[src/rtl/cmd_sched.sv]
// rtl/cmd_sched.sv - SD command scheduler: one software slot, one auto CMD12 slot, issue FSM
// Optional response timeout enabled by defining SDHCI_CMD_SCHED_TIMEOUT_EN.
module cmd_sched #(
  parameter int unsigned RspTimeout = 64,
  parameter logic [31:0] Cmd12Arg   = 32'h0
) (
  input  logic        clk_i,
  input  logic        rst_ni,
  input  logic        sd_clk_en_i,
  input  logic        sw_req_i,
  input  logic [5:0]  sw_index_i,
  input  logic [31:0] sw_arg_i,
  input  logic        sw_rsp_present_i,
  input  logic        acmd12_req_i,
  output logic        issue_valid_o,
  input  logic        issue_ready_i,
  output logic [5:0]  issue_index_o,
  output logic [31:0] issue_arg_o,
  output logic        issue_rsp_o,
  output logic        issue_auto_o,
  input  logic        cmd_done_i,
  input  logic        rsp_done_i,
  output logic        cmd_inhibit_o,
  output logic        cmd_complete_o,
  output logic        auto_cmd12_complete_o,
  output logic        rsp_timeout_o,
  output logic        sw_drop_o
);

  localparam logic [2:0] S_IDLE     = 3'd0;
  localparam logic [2:0] S_ISSUE    = 3'd1;
  localparam logic [2:0] S_WAIT_CMD = 3'd2;
  localparam logic [2:0] S_WAIT_RSP = 3'd3;
  localparam logic [2:0] S_DONE     = 3'd4;

  localparam logic [5:0] Cmd12Index = 6'd12;

  logic [2:0]  r_state;

  // Pending software slot with its latched payload
  logic        r_sw_pend;
  logic [5:0]  r_sw_index;
  logic [31:0] r_sw_arg;
  logic        r_sw_rsp;

  // Pending auto CMD12 slot (payload is fixed)
  logic        r_auto_pend;

  // Payload of the command currently owned by the FSM, frozen at selection
  logic        r_cur_auto;
  logic [5:0]  r_issue_index;
  logic [31:0] r_issue_arg;
  logic        r_issue_rsp;

  logic        r_sw_drop;

  logic        w_inhibit;
  logic        w_sw_accept;
  logic        w_auto_busy;
  logic        w_auto_accept;
  logic        w_handshake;
  logic        w_to_hit;
  logic        w_timed_out;

  // Software writes are locked out while anything is in progress or queued
  assign w_inhibit     = (r_state != S_IDLE) || r_sw_pend;
  assign w_sw_accept   = sw_req_i && !w_inhibit;

  // An auto request is redundant while one is queued or still being executed
  assign w_auto_busy   = r_auto_pend || ((r_state != S_IDLE) && r_cur_auto);
  assign w_auto_accept = acmd12_req_i && !w_auto_busy;

  assign w_handshake   = (r_state == S_ISSUE) && issue_ready_i;

`ifdef SDHCI_CMD_SCHED_TIMEOUT_EN
  localparam int CntW = $clog2(RspTimeout + 1);

  logic [CntW-1:0] r_rsp_cnt;
  logic [CntW-1:0] w_rsp_cnt_nxt;
  logic            r_to_pulse;
  logic            r_timed_out;

  assign w_rsp_cnt_nxt = r_rsp_cnt + 1'b1;

  // A response that lands on the same pulse as the limit still counts as received
  assign w_to_hit = (r_state == S_WAIT_RSP) && !rsp_done_i && sd_clk_en_i &&
                    (w_rsp_cnt_nxt == CntW'(RspTimeout));

  // Count SD clock pulses while waiting; held at zero elsewhere so each wait starts fresh
  always_ff @(posedge clk_i or negedge rst_ni) begin
    if (!rst_ni) begin
      r_rsp_cnt <= '0;
    end else if (r_state != S_WAIT_RSP) begin
      r_rsp_cnt <= '0;
    end else if (sd_clk_en_i) begin
      r_rsp_cnt <= w_rsp_cnt_nxt;
    end
  end

  // Timeout pulse, and a flag that suppresses the completion pulse in DONE
  always_ff @(posedge clk_i or negedge rst_ni) begin
    if (!rst_ni) begin
      r_to_pulse  <= 1'b0;
      r_timed_out <= 1'b0;
    end else begin
      r_to_pulse <= w_to_hit;
      if (w_to_hit) begin
        r_timed_out <= 1'b1;
      end else if (r_state == S_DONE) begin
        r_timed_out <= 1'b0;
      end
    end
  end

  assign w_timed_out   = r_timed_out;
  assign rsp_timeout_o = r_to_pulse;
`else
  logic w_unused_cfg;

  assign w_unused_cfg  = sd_clk_en_i & (RspTimeout > 0);
  assign w_to_hit      = 1'b0;
  assign w_timed_out   = 1'b0;
  assign rsp_timeout_o = 1'b0;
`endif

  // Software slot: set by an accepted write, cleared when its command is handed off
  always_ff @(posedge clk_i or negedge rst_ni) begin
    if (!rst_ni) begin
      r_sw_pend  <= 1'b0;
      r_sw_index <= '0;
      r_sw_arg   <= '0;
      r_sw_rsp   <= 1'b0;
    end else if (w_handshake && !r_cur_auto) begin
      r_sw_pend <= 1'b0;
    end else if (w_sw_accept) begin
      r_sw_pend  <= 1'b1;
      r_sw_index <= sw_index_i;
      r_sw_arg   <= sw_arg_i;
      r_sw_rsp   <= sw_rsp_present_i;
    end
  end

  // Auto slot: set by an accepted request pulse, cleared when its command is handed off
  always_ff @(posedge clk_i or negedge rst_ni) begin
    if (!rst_ni) begin
      r_auto_pend <= 1'b0;
    end else if (w_handshake && r_cur_auto) begin
      r_auto_pend <= 1'b0;
    end else if (w_auto_accept) begin
      r_auto_pend <= 1'b1;
    end
  end

  // Rejected software write is reported one cycle later
  always_ff @(posedge clk_i or negedge rst_ni) begin
    if (!rst_ni) begin
      r_sw_drop <= 1'b0;
    end else begin
      r_sw_drop <= sw_req_i && w_inhibit;
    end
  end

  // Command sequencing; payload is captured on leaving IDLE so it stays stable through ISSUE
  always_ff @(posedge clk_i or negedge rst_ni) begin
    if (!rst_ni) begin
      r_state       <= S_IDLE;
      r_cur_auto    <= 1'b0;
      r_issue_index <= '0;
      r_issue_arg   <= '0;
      r_issue_rsp   <= 1'b0;
    end else begin
      case (r_state)
        S_IDLE: begin
          if (r_auto_pend || r_sw_pend) begin
            r_state    <= S_ISSUE;
            r_cur_auto <= r_auto_pend;
            if (r_auto_pend) begin
              r_issue_index <= Cmd12Index;
              r_issue_arg   <= Cmd12Arg;
              r_issue_rsp   <= 1'b1;
            end else begin
              r_issue_index <= r_sw_index;
              r_issue_arg   <= r_sw_arg;
              r_issue_rsp   <= r_sw_rsp;
            end
          end
        end
        S_ISSUE: begin
          if (issue_ready_i) begin
            r_state <= S_WAIT_CMD;
          end
        end
        S_WAIT_CMD: begin
          // cmd_done_i wins; a simultaneous rsp_done_i is dropped here
          if (cmd_done_i) begin
            r_state <= r_issue_rsp ? S_WAIT_RSP : S_DONE;
          end
        end
        S_WAIT_RSP: begin
          if (rsp_done_i || w_to_hit) begin
            r_state <= S_DONE;
          end
        end
        S_DONE: begin
          r_state <= S_IDLE;
        end
        default: begin
          r_state <= S_IDLE;
        end
      endcase
    end
  end

  assign issue_valid_o         = (r_state == S_ISSUE);
  assign issue_index_o         = r_issue_index;
  assign issue_arg_o           = r_issue_arg;
  assign issue_rsp_o           = r_issue_rsp;
  assign issue_auto_o          = r_cur_auto;
  assign cmd_inhibit_o         = w_inhibit;
  assign cmd_complete_o        = (r_state == S_DONE) && !r_cur_auto && !w_timed_out;
  assign auto_cmd12_complete_o = (r_state == S_DONE) && r_cur_auto && !w_timed_out;
  assign sw_drop_o             = r_sw_drop;

endmodule

[config.mk]
export PLATFORM = sky130hd
export DESIGN_NAME = cmd_sched
export DESIGN_NICKNAME = d
export VERILOG_FILES = /design/src/rtl/cmd_sched.sv
export SDC_FILE = /design/constraint.sdc
export NUM_CORES = 1
export LEC_CHECK = 0
export CAP_MARGIN = 20
export CORE_UTILIZATION = 35
export CTS_CLUSTER_DIAMETER = 60
export DETAILED_ROUTE_END_ITERATION = 10
export PLACE_DENSITY = 0.7
export SYNTH_ARGS = -nofsm -noshare
export SYNTH_HDL_FRONTEND = slang
export SYNTH_SLANG_ARGS = --single-unit
[constraint.sdc]
create_clock -name clk_i -period 2.19 [get_ports clk_i]
set_input_delay 0.657 -clock clk_i [delete_from_list [all_inputs] [get_ports clk_i]]
set_output_delay 0.657 -clock clk_i [all_outputs]
set_load 0.03 [all_outputs]
==> out/summary.txt <==
Power Total = 0.006793 W
most frequent cells in the layout = clkdlybuf4s50_1 (84), dfrtp_1 (84), inv_1 (42)
DIE AREA = 10470 µm²
Cell variety after synth = 31
cell family with most CP delay = flip-flops
Synth warnings = 0
Core ar. = 9774 µm²
first-pass GRT wire length = 13320 µm
ant diodes = 0
drt first pass iters = 5
Critical-path top delay cell = dfrtp_1
drt drc = 0
vias per cell = 4.989
post-cts hold buffer count = 0
clock network power share = 0.198
RePlAce Congestion = 0.7523
Tcrit/Tclk final = 0.9624
effective utilization at floorplan = 0.3603
htree depth = 3
Antenna Violating Nets Remaining = 0
detailed router's first-iteration violation count = 78
share of layout cells above drive strength 1 = 0.2112
initial antenna violation count = 0
Setup TNS = 0 ps
Synth Area per Inst = 11.94 µm²
routed len/inst = 15.48 µm
Clk Latency, worst-skew pair = 340 ps
max-cap violations = 0
min-delay worst type = primary input to asynchronous set/reset pin
vias in the first global route = 2616
CP Depth = 4
P_leak = 2.106 nW
DR vias = 2624
worst path cell trace = buf_6 > nor4_4 > inv_1 > buf_6
switching power = 0.002536 W
maximum VDD drop = 0.6646 mV
endpoint class of the critical path = primary output
DP HPWL = 5168 µm
r2r worst-path depth = 6
nets@finish = 435
Root Driver = clkbuf_8
max_slew headroom = 0.5184
Fillers = 906
Hold Fails Final Rpt = 0
Post-Synthesis Cells = 295
top_reg_cell synth = dfrtp_1
Pins Over Slew Limit = 0
Tightest Pin Transition = 722.4 ps
Synth Register Bits = 85
run status = completed
worst path required time = 1530 ps
Switching Share = 0.3734
Num CTS Buffers = 9
critical path class = flip-flop to primary output
Die Width = 102.3 µm
drt total wl = 8145 µm
Fmax achieved = 474.5 MHz
Longest Clk Path Bufs = 2
Mapped Area = 3522 µm²
Setup Skew = 12.38 ps
Most common cell on crit path = buf_6
sequential share of the synthesized area = 0.6039
Synth async-reset ratio = 1.000
TritonCTS clock tree = done
max incr delay on CP = 400 ps
Worst-path clk slew = 80 ps
Port Buf Inserts = 90
Startpoint Class = flip-flop
gr usage total = 0.1680
combinational power share = 0.426
syn nets = 342
Buf+Inv Stages, Crit Path = 3
Site Rows = 36
Pint = 0.004257 W
die height = 102.3 µm
Sinks on Clock Net = 85
Tmin final = 2108 ps
pwr dens = 1385 nW/µm²
Setup violations, final = 0
number of synthesized flops with an enable pin = 0
sequential share of power = 0.376
Worst EP arrival = 1450 ps
pin count of the biggest net entering global routing = 41
RSZ-0062 raised after global routing = false
Max FO, Critical Path = 9
I/O Pins = 93
gr ovfl total = 0
area growth from synthesis to layout = 39.25%
-- synth_stat cells, types with 2 or more instances --
master / n / share of area
nor2_1: 3 / 0.0032
mux2_2: 29 / 0.093
o21ai_0: 34 / 0.048
nor4b_1: 2 / 0.0050
mux2i_1: 3 / 0.0085
nand2b_1: 2 / 0.0036
nand4_1: 36 / 0.064
mux2_4: 10 / 0.043
nand2_1: 3 / 0.0032
o21ai_1: 5 / 0.0071
nor2b_1: 2 / 0.0036
buf_6: 3 / 0.0096
dfrtp_1: 85 / 0.60
buf_2: 4 / 0.0057
buf_4: 2 / 0.0043
a21oi_1: 2 / 0.0028
clkbuf_1: 13 / 0.014
a31oi_1: 2 / 0.0036
inv_1: 42 / 0.045
o21a_1: 2 / 0.0043
-- what timing repair did --
action / in CTS / in global routing
setup buffers: 0 / 1
pin swaps: 1 / 1
resized for setup: 4 / 5
setup endpoints to repair: 4 / 2
-- flip-flops by register name, indices dropped and copies added (netlist names) --
| signal | count |
|---|---|
| issue_auto_o | 1 |
| r_sw_arg | 32 |
| r_sw_index | 6 |
| r_auto_pend | 1 |
| issue_rsp_o | 1 |
| issue_index_o | 6 |
| sw_drop_o | 1 |
| r_state | 3 |
| r_sw_pend | 1 |
| r_sw_rsp | 1 |
| issue_arg_o | 32 |
-- path summary, 6_finish.rpt --
check                      slack [ps]                          end                    start
max                                80                cmd_inhibit_o   r_state[0]$_DFFE_PN0P_
min                               280       r_state[1]$_DFFE_PN0P_                   rst_ni
max reg2reg                       450     r_sw_arg[24]$_DFFE_PN0P_   r_state[0]$_DFFE_PN0P_
min reg2reg                       510      r_sw_arg[4]$_DFFE_PN0P_  r_sw_arg[4]$_DFFE_PN0P_
max in group asynchronous        1340  issue_arg_o[20]$_DFFE_PN0P_                   rst_ni
min in group clk_i                510      r_sw_arg[4]$_DFFE_PN0P_  r_sw_arg[4]$_DFFE_PN0P_
-- routing by layer --
layer | up-vias | wire [µm] | GRT usage
met5 | - | 0 | 0
met4 | 0 | 93 | 0.05275
met3 | 9 | 387 | 0.04241
met2 | 65 | 4084 | 0.2829
met1 | 1353 | 3579 | 0.2123
li1 | 1197 | - | -
-- stage by stage --
step / area [µm²] / utilization / cells / hold WS, ps / setup WS (ps)
after floorplan: 3535 / - / 295 / 361.4 / 189.6
after global placement: 4633 / 0.4740 / 509 / 487.6 / 162.7
after detailed placement: 4633 / 0.4740 / 509 / 494.3 / 145.2
after CTS: 4893 / 0.5006 / 525 / 276.9 / 28.00
after global routing: 4905 / 0.5018 / 526 / 283.8 / 0.2414
final: 4905 / 0.5018 / 526 / 278.4 / 82.34
-- cells by family (layout without fill, tap and decap cells) --
family,Yosys count,count (layout),share of synthesized area
simple gates,53,53,0.09663
buf+inv,66,164,0.08028
other cells,1,1,0.001065
flops,85,85,0.6039
compound gates,48,48,0.07424
mux,42,42,0.1439
-- power by group through the flow --
stage / Clock (W) / Sequential, W / Combinational, W
finish: 0.00134 / 0.00255 / 0.00290
global route: 0.00145 / 0.00263 / 0.00314
CTS: 0.00139 / 0.00255 / 0.00292
detailed placement: 0 / 0.00258 / 0.00290
global placement: 0 / 0.00255 / 0.00283
floorplan: 0 / 0.00295 / 0.00140
-- cell type report --
cell class | count | area [µm²] | area share
timing repair buffer | 105 | 1055 | 0.2151
inverter | 43 | 161.4 | 0.03291
multi-input combinational | 144 | 1145 | 0.2334
clock inverter | 5 | 107.6 | 0.02194
tap | 133 | 166.4 | 0.03393
sequential | 85 | 2128 | 0.4339
clock buffer | 11 | 141.4 | 0.02883
Note: power is estimated with default switching activity, not from simulation.
